--- src/rtl/mc_ctrl_pkg.sv ---
// mc_ctrl_pkg: opcodes, state enum, select encodings and state-to-control decode for the multicycle controller.
// S_TRAP exists only when MC_CTRL_ILLEGAL_TRAP_EN is defined.
package mc_ctrl_pkg;
  localparam int OP_W = 7;
  localparam int ST_W = 4;
  localparam logic [OP_W-1:0] OP_LW  = 7'b0000011;
  localparam logic [OP_W-1:0] OP_SW  = 7'b0100011;
  localparam logic [OP_W-1:0] OP_R   = 7'b0110011;
  localparam logic [OP_W-1:0] OP_I   = 7'b0010011;
  localparam logic [OP_W-1:0] OP_BEQ = 7'b1100011;
  localparam logic [OP_W-1:0] OP_JAL = 7'b1101111;
  localparam logic [1:0] RS_ALUOUT = 2'b00, RS_DATA = 2'b01, RS_ALURES = 2'b10;
  localparam logic [1:0] SA_PC = 2'b00, SA_OLDPC = 2'b01, SA_RD1 = 2'b10;
  localparam logic [1:0] SB_RD2 = 2'b00, SB_IMM = 2'b01, SB_FOUR = 2'b10;
  localparam logic [1:0] ALU_ADD = 2'b00, ALU_SUB = 2'b01, ALU_FUNCT = 2'b10;
  localparam logic [1:0] IMM_I = 2'b00, IMM_S = 2'b01, IMM_B = 2'b10, IMM_J = 2'b11;
  typedef enum logic [ST_W-1:0] {
    S_RESET, S_FETCH, S_DECODE, S_MEMADR, S_MEMREAD, S_MEMWB, S_MEMWRITE,
    S_EXECR, S_EXECI, S_ALUWB, S_BEQ, S_JAL
`ifdef MC_CTRL_ILLEGAL_TRAP_EN
    , S_TRAP
`endif
  } state_t;
  typedef struct packed {
    logic       mem_req;
    logic       adr_src;
    logic       mem_write;
    logic       fetch;
    logic       pc_update;
    logic       branch;
    logic       reg_write;
    logic       illegal;
    logic [1:0] result_src;
    logic [1:0] alu_src_a;
    logic [1:0] alu_src_b;
    logic [1:0] alu_op;
  } ctrl_t;
  function automatic ctrl_t ctrl_dec(state_t s);
    ctrl_t c;
    c = '0;
    case (s)
      S_FETCH:    begin c.mem_req = 1'b1; c.fetch = 1'b1; c.result_src = RS_ALURES; c.alu_src_a = SA_PC; c.alu_src_b = SB_FOUR; c.alu_op = ALU_ADD; end
      S_DECODE:   begin c.alu_src_a = SA_OLDPC; c.alu_src_b = SB_IMM; c.alu_op = ALU_ADD; end
      S_MEMADR:   begin c.alu_src_a = SA_RD1; c.alu_src_b = SB_IMM; c.alu_op = ALU_ADD; end
      S_MEMREAD:  begin c.mem_req = 1'b1; c.adr_src = 1'b1; c.result_src = RS_ALUOUT; end
      S_MEMWB:    begin c.result_src = RS_DATA; c.reg_write = 1'b1; end
      S_MEMWRITE: begin c.mem_req = 1'b1; c.adr_src = 1'b1; c.mem_write = 1'b1; c.result_src = RS_ALUOUT; end
      S_EXECR:    begin c.alu_src_a = SA_RD1; c.alu_src_b = SB_RD2; c.alu_op = ALU_FUNCT; end
      S_EXECI:    begin c.alu_src_a = SA_RD1; c.alu_src_b = SB_IMM; c.alu_op = ALU_FUNCT; end
      S_ALUWB:    begin c.result_src = RS_ALUOUT; c.reg_write = 1'b1; end
      S_BEQ:      begin c.alu_src_a = SA_RD1; c.alu_src_b = SB_RD2; c.alu_op = ALU_SUB; c.result_src = RS_ALUOUT; c.branch = 1'b1; end
      S_JAL:      begin c.alu_src_a = SA_OLDPC; c.alu_src_b = SB_FOUR; c.alu_op = ALU_ADD; c.result_src = RS_ALUOUT; c.pc_update = 1'b1; end
`ifdef MC_CTRL_ILLEGAL_TRAP_EN
      S_TRAP:     c.illegal = 1'b1;
`endif
      default:    c = '0;
    endcase
    return c;
  endfunction
endpackage

--- src/rtl/mc_ctrl_if.sv ---
// mc_ctrl_if: controller-to-datapath control bus; slave = controller, master = datapath/memory side.
interface mc_ctrl_if;
  import mc_ctrl_pkg::*;
  logic [OP_W-1:0] op;
  logic            zero;
  logic            mem_ready;
  logic            mem_req;
  logic            adr_src;
  logic            mem_write;
  logic            ir_write;
  logic            pc_write;
  logic            reg_write;
  logic [1:0]      result_src;
  logic [1:0]      alu_src_a;
  logic [1:0]      alu_src_b;
  logic [1:0]      alu_op;
  logic [1:0]      imm_src;
  logic            illegal_op;
  modport slave (
    input  op, zero, mem_ready,
    output mem_req, adr_src, mem_write, ir_write, pc_write, reg_write,
           result_src, alu_src_a, alu_src_b, alu_op, imm_src, illegal_op
  );
  modport master (
    output op, zero, mem_ready,
    input  mem_req, adr_src, mem_write, ir_write, pc_write, reg_write,
           result_src, alu_src_a, alu_src_b, alu_op, imm_src, illegal_op
  );
endinterface

--- src/rtl/mc_imm_dec.sv ---
// mc_imm_dec: opcode to immediate-format select, purely combinational.
module mc_imm_dec
  import mc_ctrl_pkg::*;
(
  input  logic [OP_W-1:0] i_op,
  output logic [1:0]      o_imm_src
);
  assign o_imm_src = (i_op == OP_SW)  ? IMM_S :
                     (i_op == OP_BEQ) ? IMM_B :
                     (i_op == OP_JAL) ? IMM_J : IMM_I;
endmodule

--- src/rtl/mc_ctrl_fsm.sv ---
// mc_ctrl_fsm: multicycle RV32I Moore controller with registered control outputs and req/ready memory handshake.
// MC_CTRL_ILLEGAL_TRAP_EN: unsupported opcodes lock into S_TRAP with illegal_op=1 instead of executing as NOP.
module mc_ctrl_fsm
  import mc_ctrl_pkg::*;
(
  input  logic      clk,
  input  logic      rst,
  mc_ctrl_if.slave  bus
);
  state_t r_state, w_next;
  ctrl_t  r_ctrl;
  logic   w_fetch_done;
  always_comb begin
    w_next = S_RESET;
    case (r_state)
      S_RESET:    w_next = S_FETCH;
      S_FETCH:    w_next = bus.mem_ready ? S_DECODE : S_FETCH;
      S_DECODE:
        case (bus.op)
          OP_LW, OP_SW: w_next = S_MEMADR;
          OP_R:         w_next = S_EXECR;
          OP_I:         w_next = S_EXECI;
          OP_BEQ:       w_next = S_BEQ;
          OP_JAL:       w_next = S_JAL;
`ifdef MC_CTRL_ILLEGAL_TRAP_EN
          default:      w_next = S_TRAP;
`else
          default:      w_next = S_FETCH;
`endif
        endcase
      S_MEMADR:   w_next = (bus.op == OP_LW) ? S_MEMREAD : S_MEMWRITE;
      S_MEMREAD:  w_next = bus.mem_ready ? S_MEMWB : S_MEMREAD;
      S_MEMWB:    w_next = S_FETCH;
      S_MEMWRITE: w_next = bus.mem_ready ? S_FETCH : S_MEMWRITE;
      S_EXECR:    w_next = S_ALUWB;
      S_EXECI:    w_next = S_ALUWB;
      S_ALUWB:    w_next = S_FETCH;
      S_BEQ:      w_next = S_FETCH;
      S_JAL:      w_next = S_ALUWB;
`ifdef MC_CTRL_ILLEGAL_TRAP_EN
      S_TRAP:     w_next = S_TRAP;
`endif
      default:    w_next = S_RESET;
    endcase
  end
  // Outputs are decoded from the next state so they are registered yet line up with r_state.
  always_ff @(posedge clk or posedge rst) begin
    if (rst) begin
      r_state <= S_RESET;
      r_ctrl  <= '0;
    end else begin
      r_state <= w_next;
      r_ctrl  <= ctrl_dec(w_next);
    end
  end
  assign w_fetch_done   = r_ctrl.fetch & bus.mem_ready;
  assign bus.mem_req    = r_ctrl.mem_req;
  assign bus.adr_src    = r_ctrl.adr_src;
  assign bus.mem_write  = r_ctrl.mem_write & r_ctrl.mem_req;
  assign bus.ir_write   = w_fetch_done;
  assign bus.pc_write   = w_fetch_done | r_ctrl.pc_update | (r_ctrl.branch & bus.zero);
  assign bus.reg_write  = r_ctrl.reg_write;
  assign bus.result_src = r_ctrl.result_src;
  assign bus.alu_src_a  = r_ctrl.alu_src_a;
  assign bus.alu_src_b  = r_ctrl.alu_src_b;
  assign bus.alu_op     = r_ctrl.alu_op;
  assign bus.illegal_op = r_ctrl.illegal;
  mc_imm_dec u_imm_dec (
    .i_op      (bus.op),
    .o_imm_src (bus.imm_src)
  );
endmodule

--- src/flat_wrapper.sv ---
// flat-port wrapper written by rule: the top's interface ports become plain ports
module mc_ctrl_fsm_flat import mc_ctrl_pkg::*;
  (clk, rst, bus_op, bus_zero, bus_mem_ready, bus_mem_req, bus_adr_src, bus_mem_write, bus_ir_write, bus_pc_write, bus_reg_write, bus_result_src, bus_alu_src_a, bus_alu_src_b, bus_alu_op, bus_imm_src, bus_illegal_op);
  mc_ctrl_if bus_i ();
  input  logic clk;
  input  logic rst;
  input wire logic [$bits(bus_i.op)-1:0] bus_op;
  input wire logic [$bits(bus_i.zero)-1:0] bus_zero;
  input wire logic [$bits(bus_i.mem_ready)-1:0] bus_mem_ready;
  output wire logic [$bits(bus_i.mem_req)-1:0] bus_mem_req;
  output wire logic [$bits(bus_i.adr_src)-1:0] bus_adr_src;
  output wire logic [$bits(bus_i.mem_write)-1:0] bus_mem_write;
  output wire logic [$bits(bus_i.ir_write)-1:0] bus_ir_write;
  output wire logic [$bits(bus_i.pc_write)-1:0] bus_pc_write;
  output wire logic [$bits(bus_i.reg_write)-1:0] bus_reg_write;
  output wire logic [$bits(bus_i.result_src)-1:0] bus_result_src;
  output wire logic [$bits(bus_i.alu_src_a)-1:0] bus_alu_src_a;
  output wire logic [$bits(bus_i.alu_src_b)-1:0] bus_alu_src_b;
  output wire logic [$bits(bus_i.alu_op)-1:0] bus_alu_op;
  output wire logic [$bits(bus_i.imm_src)-1:0] bus_imm_src;
  output wire logic [$bits(bus_i.illegal_op)-1:0] bus_illegal_op;
  assign bus_i.op = bus_op;
  assign bus_i.zero = bus_zero;
  assign bus_i.mem_ready = bus_mem_ready;
  assign bus_mem_req = bus_i.mem_req;
  assign bus_adr_src = bus_i.adr_src;
  assign bus_mem_write = bus_i.mem_write;
  assign bus_ir_write = bus_i.ir_write;
  assign bus_pc_write = bus_i.pc_write;
  assign bus_reg_write = bus_i.reg_write;
  assign bus_result_src = bus_i.result_src;
  assign bus_alu_src_a = bus_i.alu_src_a;
  assign bus_alu_src_b = bus_i.alu_src_b;
  assign bus_alu_op = bus_i.alu_op;
  assign bus_imm_src = bus_i.imm_src;
  assign bus_illegal_op = bus_i.illegal_op;
  mc_ctrl_fsm u_core (.clk(clk), .rst(rst), .bus(bus_i));
endmodule
--- config.mk ---
export PLATFORM = sky130hd
export DESIGN_NAME = mc_ctrl_fsm_flat
export DESIGN_NICKNAME = d
export VERILOG_FILES = /design/src/rtl/mc_ctrl_pkg.sv /design/src/rtl/mc_ctrl_if.sv /design/src/rtl/mc_imm_dec.sv /design/src/rtl/mc_ctrl_fsm.sv /design/src/flat_wrapper.sv
export SDC_FILE = /design/constraint.sdc
export NUM_CORES = 1
export LEC_CHECK = 0
export CAP_MARGIN = 20
export CORE_MARGIN = 2
export CORE_UTILIZATION = 50
export CTS_CLUSTER_DIAMETER = 50
export DETAILED_ROUTE_END_ITERATION = 6
export PLACE_DENSITY = 0.82
export REMOVE_ABC_BUFFERS = 1
export SYNTH_ARGS = -nofsm -noshare
export SYNTH_HDL_FRONTEND = slang
export SYNTH_SLANG_ARGS = --single-unit
--- constraint.sdc ---
create_clock -name clk -period 4.9 [get_ports clk]
set_input_delay 0.49 -clock clk [delete_from_list [all_inputs] [get_ports clk]]
set_output_delay 0.49 -clock clk [all_outputs]
set_load 0.01 [all_outputs]
==> results.md <==
* Status: finished, final reports clean
* Static leakage at 0.535 nW
* Critical path capture point type: output pin
* Synth top area share at 0.433
* CTS max path bufs at 2
* CTS Hold Buffers Added at 0
* Fin Clk Skew at 0.00545 ns
* Avg WL per Cell at 13.6 µm
* Hold Worst Slack at 0.592 ns
* Crit. Startpoint: bus_op[6]
* Synth area leaders: dfrtp_1, buf_4, nor3_2
* Initial antenna violation count at 0
* Crit-path cells: clkdlybuf4s50_1 -> or3_1 -> a21oi_1 -> clkdlybuf4s50_1
* DR iter-0 viols at 12
* Vias post-DR at 784
* Die X at 49.6 µm
* Post-CTS setup buffers at 0
* Pin count of the biggest net entering global routing at 19
* CTS Buf Count at 3
* Post-Synthesis Cells at 102
* Area grow syn2layout at 21.4%
* First-pass GRT wire length at 3.42 mm
* Clk pin slew, worst setup/hold paths at 0.09 ns
* CP arrival at 2.11 ns
* Clock Sinks at 18
* Final wirelength at 1.96 mm
* Tcrit/Tclk final at 0.530
* Cell Area, Synth at 0.00104 mm²
* Overflow after GRT at 0
* Yosys cell types at 46
* Clock Latency Late Sink at 0.28 ns
* WP data required at 4.41 ns
* # diodes at 0
* Number of synthesized flops with an enable pin at 0
* Commonest non-fill, non-tap cells in the layout: clkdlybuf4s50_1, dfrtp_1, nor2_1, nand2_1
* FF+latch count, synth at 18
* Die Footprint at 0.00246 mm²
* Final worst path period need at 2.60 ns
* # DRC at 0
* Flop-to-flop setup slack at 2.73 ns
* Seq/Total Area, Yosys at 0.433
* Crit path kind: input pin to output pin
* Average instance area after synthesis at 10.2 µm²
* Routed Antenna Nets at 0
* Hpwl dp at 1.51 mm
* Gr usage total at 0.181
* Slew Viols, Final at 0
* Setup crit end: bus_imm_src[0]
* Final net count at 130
* Commonest non-fill, non-tap cell in the layout: clkdlybuf4s50_1
* Synth area leader: dfrtp_1
* Rows at 16
* Maximum clock rate at 385 MHz
* Slowest CP cell: clkdlybuf4s50_1
* Pwr dens at 470 mW/mm²
* FF-to-FF path depth at 6
* # IOs at 28
* Max-cap violations at 0
* Vias per cell at 5.44
* CTS tree: done
* Reg2Reg Capture Point: u_core.bus.alu_src_b[1]
* Post-cts sizing count at 0
* CP Launch Type: input pin
* Vias in the first global route at 795
* VDD IR max at 0.218 mV
* Max-slew headroom at 0.588
* Die Y at 49.6 µm
* Final Setup Violations at 0
* Tightest Hold Check Type: input pin to async pin
* Worst R2R Start: u_core.r_state[1]
* Final hold violation count at 0
* YS warnings at 0
* Port-buffer cells at 26
* Layout cells sized above 1 at 0.145
* H-Tree Level Count at 1
* GP Congestion at 0.825
* CP Max Fanout at 10
* Worst Max-Slew Pin Slew at 0.617 ns
* Max incr delay on CP at 0.56 ns
* DRT Pass-1 Iters at 4
* Post-synthesis async set-or-reset flop share at 1.00
* RSZ-0062 raised after global routing: false
* Post-Route Setup TNS at 0 ns
* Core area at 0.00196 mm²
* Root buffer cell: clkbuf_4
* Cell mode on critical path: clkdlybuf4s50_1
* Synth Flop Type: dfrtp_1
* Starting Density at 0.531
-- power by group --
group          switching [mW]  internal, mW  total (mW)
Sequential             0.0426         0.191       0.234
Combinational           0.143         0.148       0.291
Clock                  0.0400        0.0285      0.0686
Total                   0.226         0.368       0.594
-- area by class of cell --
type | instances | area, µm²
timing repair buffer | 26 | 260
multi-input combinational | 64 | 468
sequential | 18 | 450
clock buffer | 3 | 22.5
fill | 165 | 698
tap | 27 | 33.8
inverter | 6 | 28.8
-- metrics by stage --
step                cell area [µm²]  instances  utilization  setup slack, ns  total power [mW]
floorplan                       947         88            -             2.90             0.411
global placement               1240        141        0.633             2.31             0.518
detailed placement             1240        141        0.633             2.31             0.528
CTS                            1260        144        0.644             2.29             0.597
global route                   1260        144        0.644             2.23             0.638
finish                         1260        144        0.644             2.30             0.594
-- per-layer routing --
layer | global-route usage | routed length [µm] | vias to the layer above
met3 | 0.0455 | 122 | 6
met2 | 0.324 | 1000 | 27
met4 | 0.0880 | 46 | 0
met1 | 0.197 | 787 | 366
li1 | - | - | 385
met5 | 0 | 0 | -
-- logic make-up (layout without fill, tap and decap cells) --
group / after synthesis / in the layout / share of synthesized area
AOI/OAI and AO/OA: 18 / 18 / 0.124
xor gates and xnor gates: 1 / 1 / 0.00841
buffers and inverters: 20 / 35 / 0.118
DFF: 18 / 18 / 0.433
muxes: 2 / 2 / 0.0192
other: 1 / 1 / 0.00360
and+or+nand+nor: 42 / 42 / 0.295
-- state kept, by name, indices dropped and copies added (netlist names) --
| signal | cells |
|---|---|
| u_core.bus.mem_req | 1 |
| u_core.r_state | 4 |
| u_core.r_ctrl | 4 |
| u_core.bus.adr_src | 1 |
| u_core.bus.alu_src_b | 2 |
| u_core.bus.alu_src_a | 2 |
| u_core.bus.reg_write | 1 |
| u_core.bus.result_src | 1 |
| u_core.bus.alu_op | 2 |
-- cell usage after synthesis (2+ instances only) --
cell        n
nor3_2      3
and2_1      3
clkbuf_1    4
nor2_1      7
or4b_4      2
nor4bb_1    2
a21oi_1     4
mux2i_1     2
nand4b_1    2
a2bb2oi_1   2
nand2_1     5
nand3_1     2
dfrtp_1    18
buf_4       9
inv_1       4
o21ai_0     3
-- how the worst min path moves through the flow --
stage	from	endpoint	cells after the start
after detailed placement	u_core.r_state[1]	u_core.bus.result_src[0]	1
after global placement	u_core.r_state[1]	u_core.bus.result_src[0]	1
after global routing	rst	u_core.bus.mem_req	2
after CTS	rst	u_core.bus.adr_src	2
final	rst	u_core.bus.alu_op[0]	2
after floorplan	rst	u_core.bus.adr_src	1
-- critical path, delay by kind of cell --
kind            cells  cell delay (ns)
buf+inv             2             1.11
simple gates        1             0.36
compound gates      1             0.15
Power figures use the tool's default switching activity.
